===== src/rtl/seg_scan_display.sv =====
// seg_scan_display: time-multiplexed hex driver for a common-cathode
// 7-segment array. An internal prescaler paces one digit slot every SCAN_DIV
// clocks. New data is captured into a pending register and moved into the
// displayed shadow only on the frame-wrap tick, so a frame never tears.
// Leading-zero blanking is optional at run time (lzb_en).
// Build option: define SEG_BLINK_EN to add per-digit blinking that toggles
// every BLINK_FRAMES frames (blink_mask selects the digits).
module seg_scan_display #(
  parameter int NUM_DIGITS   = 4,
  parameter int SCAN_DIV     = 50000,
  parameter int BLINK_FRAMES = 32
) (
  input  logic                    clk,
  input  logic                    reset,
  input  logic [4*NUM_DIGITS-1:0] show_data,
  input  logic                    load,
  input  logic                    lzb_en,
  input  logic [NUM_DIGITS-1:0]   blink_mask,
  output logic [6:0]              cathodes,
  output logic [NUM_DIGITS-1:0]   AN,
  output logic                    frame_start
);

  localparam int DW = (SCAN_DIV > 1) ? $clog2(SCAN_DIV) : 1;
  localparam int IW = (NUM_DIGITS > 1) ? $clog2(NUM_DIGITS) : 1;
  localparam int DB = 4 * NUM_DIGITS;
  localparam logic [DW-1:0] DIV_LAST = DW'(SCAN_DIV - 1);
  localparam logic [IW-1:0] IDX_LAST = IW'(NUM_DIGITS - 1);

  logic [DW-1:0]         r_div_cnt;
  logic [IW-1:0]         r_idx;
  logic [DB-1:0]         r_shadow;
  logic [DB-1:0]         r_pend_data;
  logic                  r_pend;
  logic [6:0]            r_cathodes;
  logic [NUM_DIGITS-1:0] r_an;
  logic                  r_frame_start;

  logic                  w_tick;
  logic [IW-1:0]         w_nxt;
  logic                  w_frame_tick;
  logic [DB-1:0]         w_shadow_use;
  logic [NUM_DIGITS-1:0] w_hi_zero;
  logic [NUM_DIGITS-1:0] w_onehot;
  logic [3:0]            w_nib;
  logic                  w_sel_zero;
  logic                  w_blink_off;
  logic                  w_blank;

  // hex nibble to {g,f,e,d,c,b,a}, segments active-high
  function automatic logic [6:0] hex7(input logic [3:0] n);
    logic [6:0] s;
    unique case (n)
      4'h0: s = 7'h3F;
      4'h1: s = 7'h06;
      4'h2: s = 7'h5B;
      4'h3: s = 7'h4F;
      4'h4: s = 7'h66;
      4'h5: s = 7'h6D;
      4'h6: s = 7'h7D;
      4'h7: s = 7'h07;
      4'h8: s = 7'h7F;
      4'h9: s = 7'h6F;
      4'hA: s = 7'h77;
      4'hB: s = 7'h7C;
      4'hC: s = 7'h39;
      4'hD: s = 7'h5E;
      4'hE: s = 7'h79;
      default: s = 7'h71;
    endcase
    return s;
  endfunction

  assign w_tick       = (r_div_cnt == DIV_LAST);
  assign w_nxt        = (r_idx == IDX_LAST) ? '0 : r_idx + IW'(1);
  assign w_frame_tick = w_tick && (w_nxt == '0);

  // prescaler: one tick per SCAN_DIV clocks
  always_ff @(posedge clk or posedge reset) begin
    if (reset)       r_div_cnt <= '0;
    else if (w_tick) r_div_cnt <= '0;
    else             r_div_cnt <= r_div_cnt + DW'(1);
  end

  // value the upcoming slot decodes; on the frame-wrap tick the newest data
  // wins (a coincident load bypasses the pending register)
  always_comb begin
    w_shadow_use = r_shadow;
    if (w_frame_tick) begin
      if (load)        w_shadow_use = show_data;
      else if (r_pend) w_shadow_use = r_pend_data;
    end
  end

  // pending capture and frame-boundary transfer into the shadow
  always_ff @(posedge clk or posedge reset) begin
    if (reset) begin
      r_shadow    <= '0;
      r_pend_data <= '0;
      r_pend      <= 1'b0;
    end else if (w_frame_tick) begin
      r_shadow <= w_shadow_use;
      r_pend   <= 1'b0;
    end else if (load) begin
      r_pend_data <= show_data;
      r_pend      <= 1'b1;
    end
  end

  // w_hi_zero[k]: nibbles k..NUM_DIGITS-1 of the slot's value are all zero
  always_comb begin : p_hi_zero
    logic v_acc;
    v_acc     = 1'b1;
    w_hi_zero = '0;
    for (int k = NUM_DIGITS - 1; k >= 0; k--) begin
      v_acc        = v_acc & (w_shadow_use[4*k +: 4] == 4'h0);
      w_hi_zero[k] = v_acc;
    end
  end

  // select the nibble, blank flag and one-hot enable for digit nxt
  always_comb begin
    w_nib      = 4'h0;
    w_sel_zero = 1'b0;
    w_onehot   = '0;
    for (int k = 0; k < NUM_DIGITS; k++) begin
      if (w_nxt == IW'(k)) begin
        w_nib       = w_shadow_use[4*k +: 4];
        w_sel_zero  = w_hi_zero[k];
        w_onehot[k] = 1'b1;
      end
    end
  end

`ifdef SEG_BLINK_EN
  localparam int FW = (BLINK_FRAMES > 1) ? $clog2(BLINK_FRAMES) : 1;
  localparam logic [FW-1:0] FRM_LAST = FW'(BLINK_FRAMES - 1);

  logic [FW-1:0] r_frm_cnt;
  logic          r_phase_on;
  logic          w_sel_mask;

  // frame counter; phase flips each time it wraps
  always_ff @(posedge clk or posedge reset) begin
    if (reset) begin
      r_frm_cnt  <= '0;
      r_phase_on <= 1'b1;
    end else if (r_frame_start) begin
      if (r_frm_cnt == FRM_LAST) begin
        r_frm_cnt  <= '0;
        r_phase_on <= ~r_phase_on;
      end else begin
        r_frm_cnt <= r_frm_cnt + FW'(1);
      end
    end
  end

  // blink enable of the digit about to be shown
  always_comb begin
    w_sel_mask = 1'b0;
    for (int k = 0; k < NUM_DIGITS; k++)
      if (w_nxt == IW'(k)) w_sel_mask = blink_mask[k];
  end

  assign w_blink_off = ~r_phase_on & w_sel_mask;
`else
  logic w_unused_blink;
  assign w_unused_blink = ^blink_mask;
  assign w_blink_off    = 1'b0;
`endif

  // digit 0 is never leading-zero blanked
  assign w_blank = (lzb_en && (w_nxt != '0) && w_sel_zero) || w_blink_off;

  // registered outputs: advance one digit per tick, hold in between
  always_ff @(posedge clk or posedge reset) begin
    if (reset) begin
      r_idx         <= IDX_LAST;
      r_an          <= '0;
      r_cathodes    <= 7'h00;
      r_frame_start <= 1'b0;
    end else begin
      r_frame_start <= w_frame_tick;
      if (w_tick) begin
        r_idx      <= w_nxt;
        r_an       <= w_onehot;
        r_cathodes <= w_blank ? 7'h00 : hex7(w_nib);
      end
    end
  end

  assign cathodes    = r_cathodes;
  assign AN          = r_an;
  assign frame_start = r_frame_start;

endmodule


===== config.mk =====
export PLATFORM = sky130hd
export DESIGN_NAME = seg_scan_display
export DESIGN_NICKNAME = d
export VERILOG_FILES = /design/src/rtl/seg_scan_display.sv
export SDC_FILE = /design/constraint.sdc
export NUM_CORES = 1
export LEC_CHECK = 0
export ABC_AREA = 1
export BUFFER_PORTS_ARGS = -buffer_cell sky130_fd_sc_hd__buf_4
export CORE_ASPECT_RATIO = 1.4
export CORE_MARGIN = 5
export CORE_UTILIZATION = 59
export CTS_BUF_LIST = sky130_fd_sc_hd__clkbuf_16
export DETAILED_ROUTE_END_ITERATION = 8
export HOLD_SLACK_MARGIN = 0.08
export PLACE_DENSITY = 0.83
export SYNTH_ARGS = -nofsm -noshare
export SYNTH_HDL_FRONTEND = slang
export SYNTH_SLANG_ARGS = --single-unit

===== constraint.sdc =====
create_clock -name clk -period 2.9 [get_ports clk]
set_input_delay 0.435 -clock clk [delete_from_list [all_inputs] [get_ports clk]]
set_output_delay 0.435 -clock clk [all_outputs]
set_load 0.1 [all_outputs]

---- Yosys cells after proc, flatten, opt, wreduce, memory -nomap -nowiden ----
Memory sizes are Yosys's and may differ from the RTL's.
Index checks and enable logic that the tools add are counted.
Widths: inputs -> output; s select.
word-level totals
  input port bits ......................... 24
  output and inout port bits .............. 12
  register bits ........................... 63
  word-level logic and storage cells ...... 51
  ROM bits ................................ 112
  memories ................................ 1
cells by class
  equality and inequality tests ........... 5
  add/sub/neg operators ................... 2
  multiplexer cells ....................... 20
  bitwise gates (word level) .............. 4
  reduce and logical (&&, ||, !) cells .... 11
memory list
  name              words  width  rd ports  clocked after Yosys merged registers in  wr ports  line  text
  (name not given)  16     7      1         0                                        0         53    unique case (n)
operators by type and width
  operator               number
  $mux 16                4
  $add 16x1->16 const B  1
  $eq 16x16->1 const B   1
  $logic_not 4->1        4
  $mux 4                 4
  $mux 1                 10
  $mux 7                 1
  $eq 2x2->1 const B     3
  $reduce_bool 2->1      2
  $and 1x1->1            3
  $logic_and 1x1->1      3
  $add 2x1->2 const B    1
  $eq 2x1->1 const B     1
  $logic_not 2->1        1
  $mux 2                 1
  $reduce_and 2->1       1
  $not 1->1              1

---- Longest topological paths before layout ----
  word-level depth ........................ 15
  gate-level depth with buffers ........... 22
  depth with buffers taken out ............ 20

---- Least setup slack after synthesis ----
OpenSTA, ideal clock, no wires.
  path kind ............................... register to register
  start ................................... register r_div_cnt[0]
  end ..................................... register r_cathodes[3], in the netlist cathodes[3]
  setup time .............................. 0.120 ns
  data arrival time ....................... 2.229 ns
  path buffers ............................ 1
  period minus slack after synthesis ...... 2.348 ns
  cell stages (with the launch flop) ...... 18
  data required time ...................... 2.780 ns
  setup slack ............................. 0.552 ns
  cell sequence ........................... dfrtp_1 > ha_1 > nand3_2 > nor2_1 > nand3_2 > buf_6 > nand2_1 > nand3_1 > nand2_1 > clkinv_1 > a21boi_1 > ha_1 > nand2_2 > nand3_1 > nand2_1 > clkinv_1 > nand2_1 > nand2_1
on the way
  longest elaborated chain between the ends .. 13
  elaborated cells between the ends (all ways) .. 21
  those cells by class .................... eq/ne: 1; mux: 10; bitwise: 3; reduce/logical: 6; memory: 1
ends and longest elaborated chain
  what                       line  text
  start, declared            30    logic [DW-1:0] r_div_cnt;
  start signal, assigned     82    else r_div_cnt <= r_div_cnt + DW'(1);
  $eq 16x16->1 (*)           74    assign w_tick = (r_div_cnt == DIV_LAST);
  $logic_and 1x1->1          76    assign w_frame_tick = w_tick && (w_nxt == '0);
  $mux 16                    89    if (w_frame_tick) begin
  $logic_not 4->1            116   v_acc = v_acc & (w_shadow_use[4*k +: 4] == 4'h0);
  $and 1x1->1 (3 in series)  116
  $mux 1 (4 in series)       127   if (w_nxt == IW'(k)) begin
  $logic_and 1x1->1          173   assign w_blank = (lzb_en && (w_nxt != '0) && w_sel_zero) || w_blink_off;
  $mux 7                     187   r_cathodes <= w_blank ? 7'h00 : hex7(w_nib);
  end signal, assigned       187
  end, declared              35    logic [6:0] r_cathodes;
Every way passes the cells marked *; elsewhere a longest branch is shown, timed or not.
A chain may end at the register's enable or synchronous reset.

---- Worst setup path in the final report ----
  start ................................... register r_idx[0]
  end ..................................... register r_cathodes[3], in the netlist cathodes[3]
on the way
  longest elaborated chain between the ends .. 15
  elaborated cells between the ends (all ways) .. 29
  those cells by class .................... add/sub: 1; eq/ne: 4; mux: 11; bitwise: 3; reduce/logical: 9; memory: 1
ends and longest elaborated chain
  what                                       line     text
  start, declared                            31       logic [IW-1:0] r_idx;
  start signal, assigned                     185      r_idx <= w_nxt;
  $add 2x1->2 or $eq 2x2->1 (tied branches)  75       assign w_nxt = (r_idx == IDX_LAST) ? '0 : r_idx + IW'(1);
  $mux 2 (*)                                 75
  $logic_not 2->1                            76, 127
  $logic_and 1x1->1                          76
  $mux 16                                    89
  $logic_not 4->1                            116
  $and 1x1->1 (3 in series)                  116
  $mux 1 (4 in series)                       127
  $logic_and 1x1->1                          173
  $mux 7 (*)                                 187
Marks and branches as above.

==> impl_metrics.toml <==
[outcome]
status = "finished clean"

[setup_path]
path_max_fanout = 13
ff2ff_path_depth = 16
rr_startpoint = "r_idx[0]"
cp-end-kind = "flip-flop"
arrival_ns = 2.90
r2r_end = "cathodes[3]"
cp-start-kind = "flip-flop"
crit_type = "reg -> reg"
required_ns = 3.12
rrSetupSlack_ns = 0.22

[placed_design]
dp_hpwl_um = 5911
portBuffers = 31
gp_congestion = 0.9204
post-place-ws_ns = 0.1393

[sta]
relSlewSlack_pct = 55.37
rsz0062_at_grt = "no"
setup-violations-final = 0
drv_slew = 0
tightestPinTransition_ns = 0.6687
finalClockSkew_ns = 0.004657
fin_crit_sh_pct = 92.43
finalHoldViolCount = 0
fin_ws_ns = 0.2195
setup_tns_ns = 0
finalWorstPathRequiredPeriod_ns = 2.681
fmax_mhz = 373.1

[yosys]
syn_area_per_cell_um2 = 7.456
synth_cell_types = 37
syn_inst = 489
ys_seq_area_share_pct = 43.31
netlist_area_um2 = 3646
synth_seq_cells = 63
synth_nets = 523
synth_warnings = 0

[floorplanning]
ios = 36
dieHeight_um = 103.0
rows = 34
dieArea_um2 = 7874
coreArea_um2 = 6126
start_util_pct = 59.52
die_w_um = 76.44

[clock_network]
clockRootBuffer = "clkbuf_16"
cts_hold_buf = 0
clock_latency_ns = 0.33
path_clk_slew_ns = 0.05
cts_buffer_depth = 2
htreeDepth = 3
tritoncts.num_buffers = 9
tritoncts = "yes"
cts_sinks = 63

[detailed_routing]
ant_nets = 0
firstDrtPassIters = 4
drt_iter0_markers = 226
vias = 3241
viasPerCell = 5.357
routed_wl_um = 8219
remaining_drc_errors = 0
avgRoutedWirePerCell_um = 13.59

[hold_path]
worst_hold_path_type = "in -> async"

[grt]
grt_use_total_pct = 23.24
grt_pass1_wl_um = 14770
grt_max_degree = 29
antenna_found_initial = 0
grt_remaining_overflow = 0
grt_pass1_vias = 3324

[power_and_ir_drop]
leakage_uw = 0.002164
peakVddDrop_v = 0.0003117
powerDensity_nw_per_um2 = 463.6
totalPowerFinal_uw = 1965

[flow_run]
drv_cap = 0

[finish]
area_growth_pct = 16.27
n_antenna_cell = 0
layout-drive-gt1-share_pct = 18.95
nNetsFinal = 562
nFillCells = 510
-- report_power, final --
part           internal, µW  switching [µW]
clock network           561             370
logic                  49.9            68.1
registers               904            11.8
total                  1520             450
-- state kept, by name, indices dropped and copies added (netlist names) --
name and count:
r_idx 2, r_div_cnt 16, cathodes 7, r_pend_data 16
AN 4, r_pend 1, frame_start 1, r_shadow 16
-- cell usage after synthesis, drive strengths merged --
library cell / instances / area (µm²)
nand2: 179 / 721.9
dfrtp: 61 / 1526
inv: 59 / 221.5
nor2: 56 / 255.2
nand3: 36 / 202.7
o21ai: 34 / 181.4
a21oi: 13 / 80.08
ha: 10 / 125.1
buf: 7 / 57.55
mux2: 6 / 67.56
clkbuf: 5 / 20.01
o22ai: 4 / 25.02
clkinv: 3 / 12.51
nand4: 3 / 18.77
nor4: 3 / 18.77
dfstp: 2 / 52.55
o21a: 2 / 15.01
xor2: 2 / 17.52
a21boi: 1 / 7.510
and2: 1 / 6.260
nor3: 1 / 5.000
o211ai: 1 / 7.510
-- through the flow --
step	hold slack (ns)	cell area, µm²	utilization, %	std cells
after floorplan	0.4295	3646	-	489
after global placement	0.4481	3944	64.38	587
after detailed placement	0.4543	3944	64.38	587
after CTS	0.1974	4202	68.59	603
after global routing	0.2218	4239	69.20	605
final	0.1724	4239	69.20	605
-- critical path: stages (launching register included) --
cell and delay, ns:
dfstp_2 0.54, ha_1 0.28, buf_4 0.25, inv_1 0.14
nor2_1 0.23, nand2_1 0.08, nand3_1 0.13, nand2_1 0.06
nand2_1 0.15, ha_1 0.25, inv_1 0.06, nand3_1 0.08
nand3_1 0.08, nand2_1 0.07, clkinv_1 0.05, nand2_1 0.06
nand2_1 0.06
-- layout by cell type (no fill, tap or decap), types with 3 or more instances in the layout --
cell type	netlist	routed
nand3_1	33	33
inv_2	6	7
nand2_4	3	3
ha_1	10	9
nor2_4	5	5
clkbuf_16	0	9
o22ai_1	4	4
o21ai_0	29	29
dfrtp_1	61	61
mux2_2	6	6
clkinv_1	2	4
nor2_1	48	46
clkinv_2	1	3
o21ai_1	4	4
nand2_1	165	165
a21oi_1	11	10
nor2_2	3	5
nor4_1	3	3
buf_4	0	40
nand2_2	11	11
nand4_1	3	3
inv_1	53	54
-- worst max path at each step --
stage / slack, ns / end / start
floorplan: 0.55 / cathodes[3] / r_div_cnt[0]
global placement: 0.19 / cathodes[3] / load
detailed placement: 0.14 / cathodes[3] / load
CTS: 0.13 / cathodes[3] / r_div_cnt[0]
global route: 0.001 / cathodes[0] / r_div_cnt[0]
finish: 0.22 / cathodes[3] / r_idx[0]
-- cell families (layout without fill, tap and decap cells) --
kind of cell               count (synthesis)  in the layout  share of synthesized area (%)
buffers and inverters                     74            118                          8.544
DFF                                       63             63                          43.31
muxes                                      6              6                          1.853
and+or+nand+nor                          279            279                          33.70
AOI/OAI and AO/OA                         55             55                          8.682
adders and majority gates                 10             10                          3.432
xor gates and xnor gates                   2              2                         0.4805
-- cell type report --
class                           instances  area, µm²  area share [%]
Tap cell                               72      90.09           2.125
Timing Repair Buffer                   40      300.3           7.084
Multi-Input combinational cell        352       1778           41.94
Inverter                               62      234.0           5.519
Clock buffer                            9      225.2           5.313
Sequential cell                        63       1579           37.25
Clock inverter                          7      32.53          0.7674
-- per-layer routing --
metal,routed length [µm],GRT usage [%],up-vias
li1,-,-,1606
met1,3308,26.69,1516
met2,4193,39.64,91
met3,436,5.507,28
met4,281,13.86,0
met5,0,0,-
-- repair_timing --
| action | CTS | global route |
|---|---|---|
| endpoints found under the setup margin | 0 | 7 |
| resized for setup | 0 | 6 |
| buffers inserted | 0 | 2 |
Power figures use the tool's default switching activity.
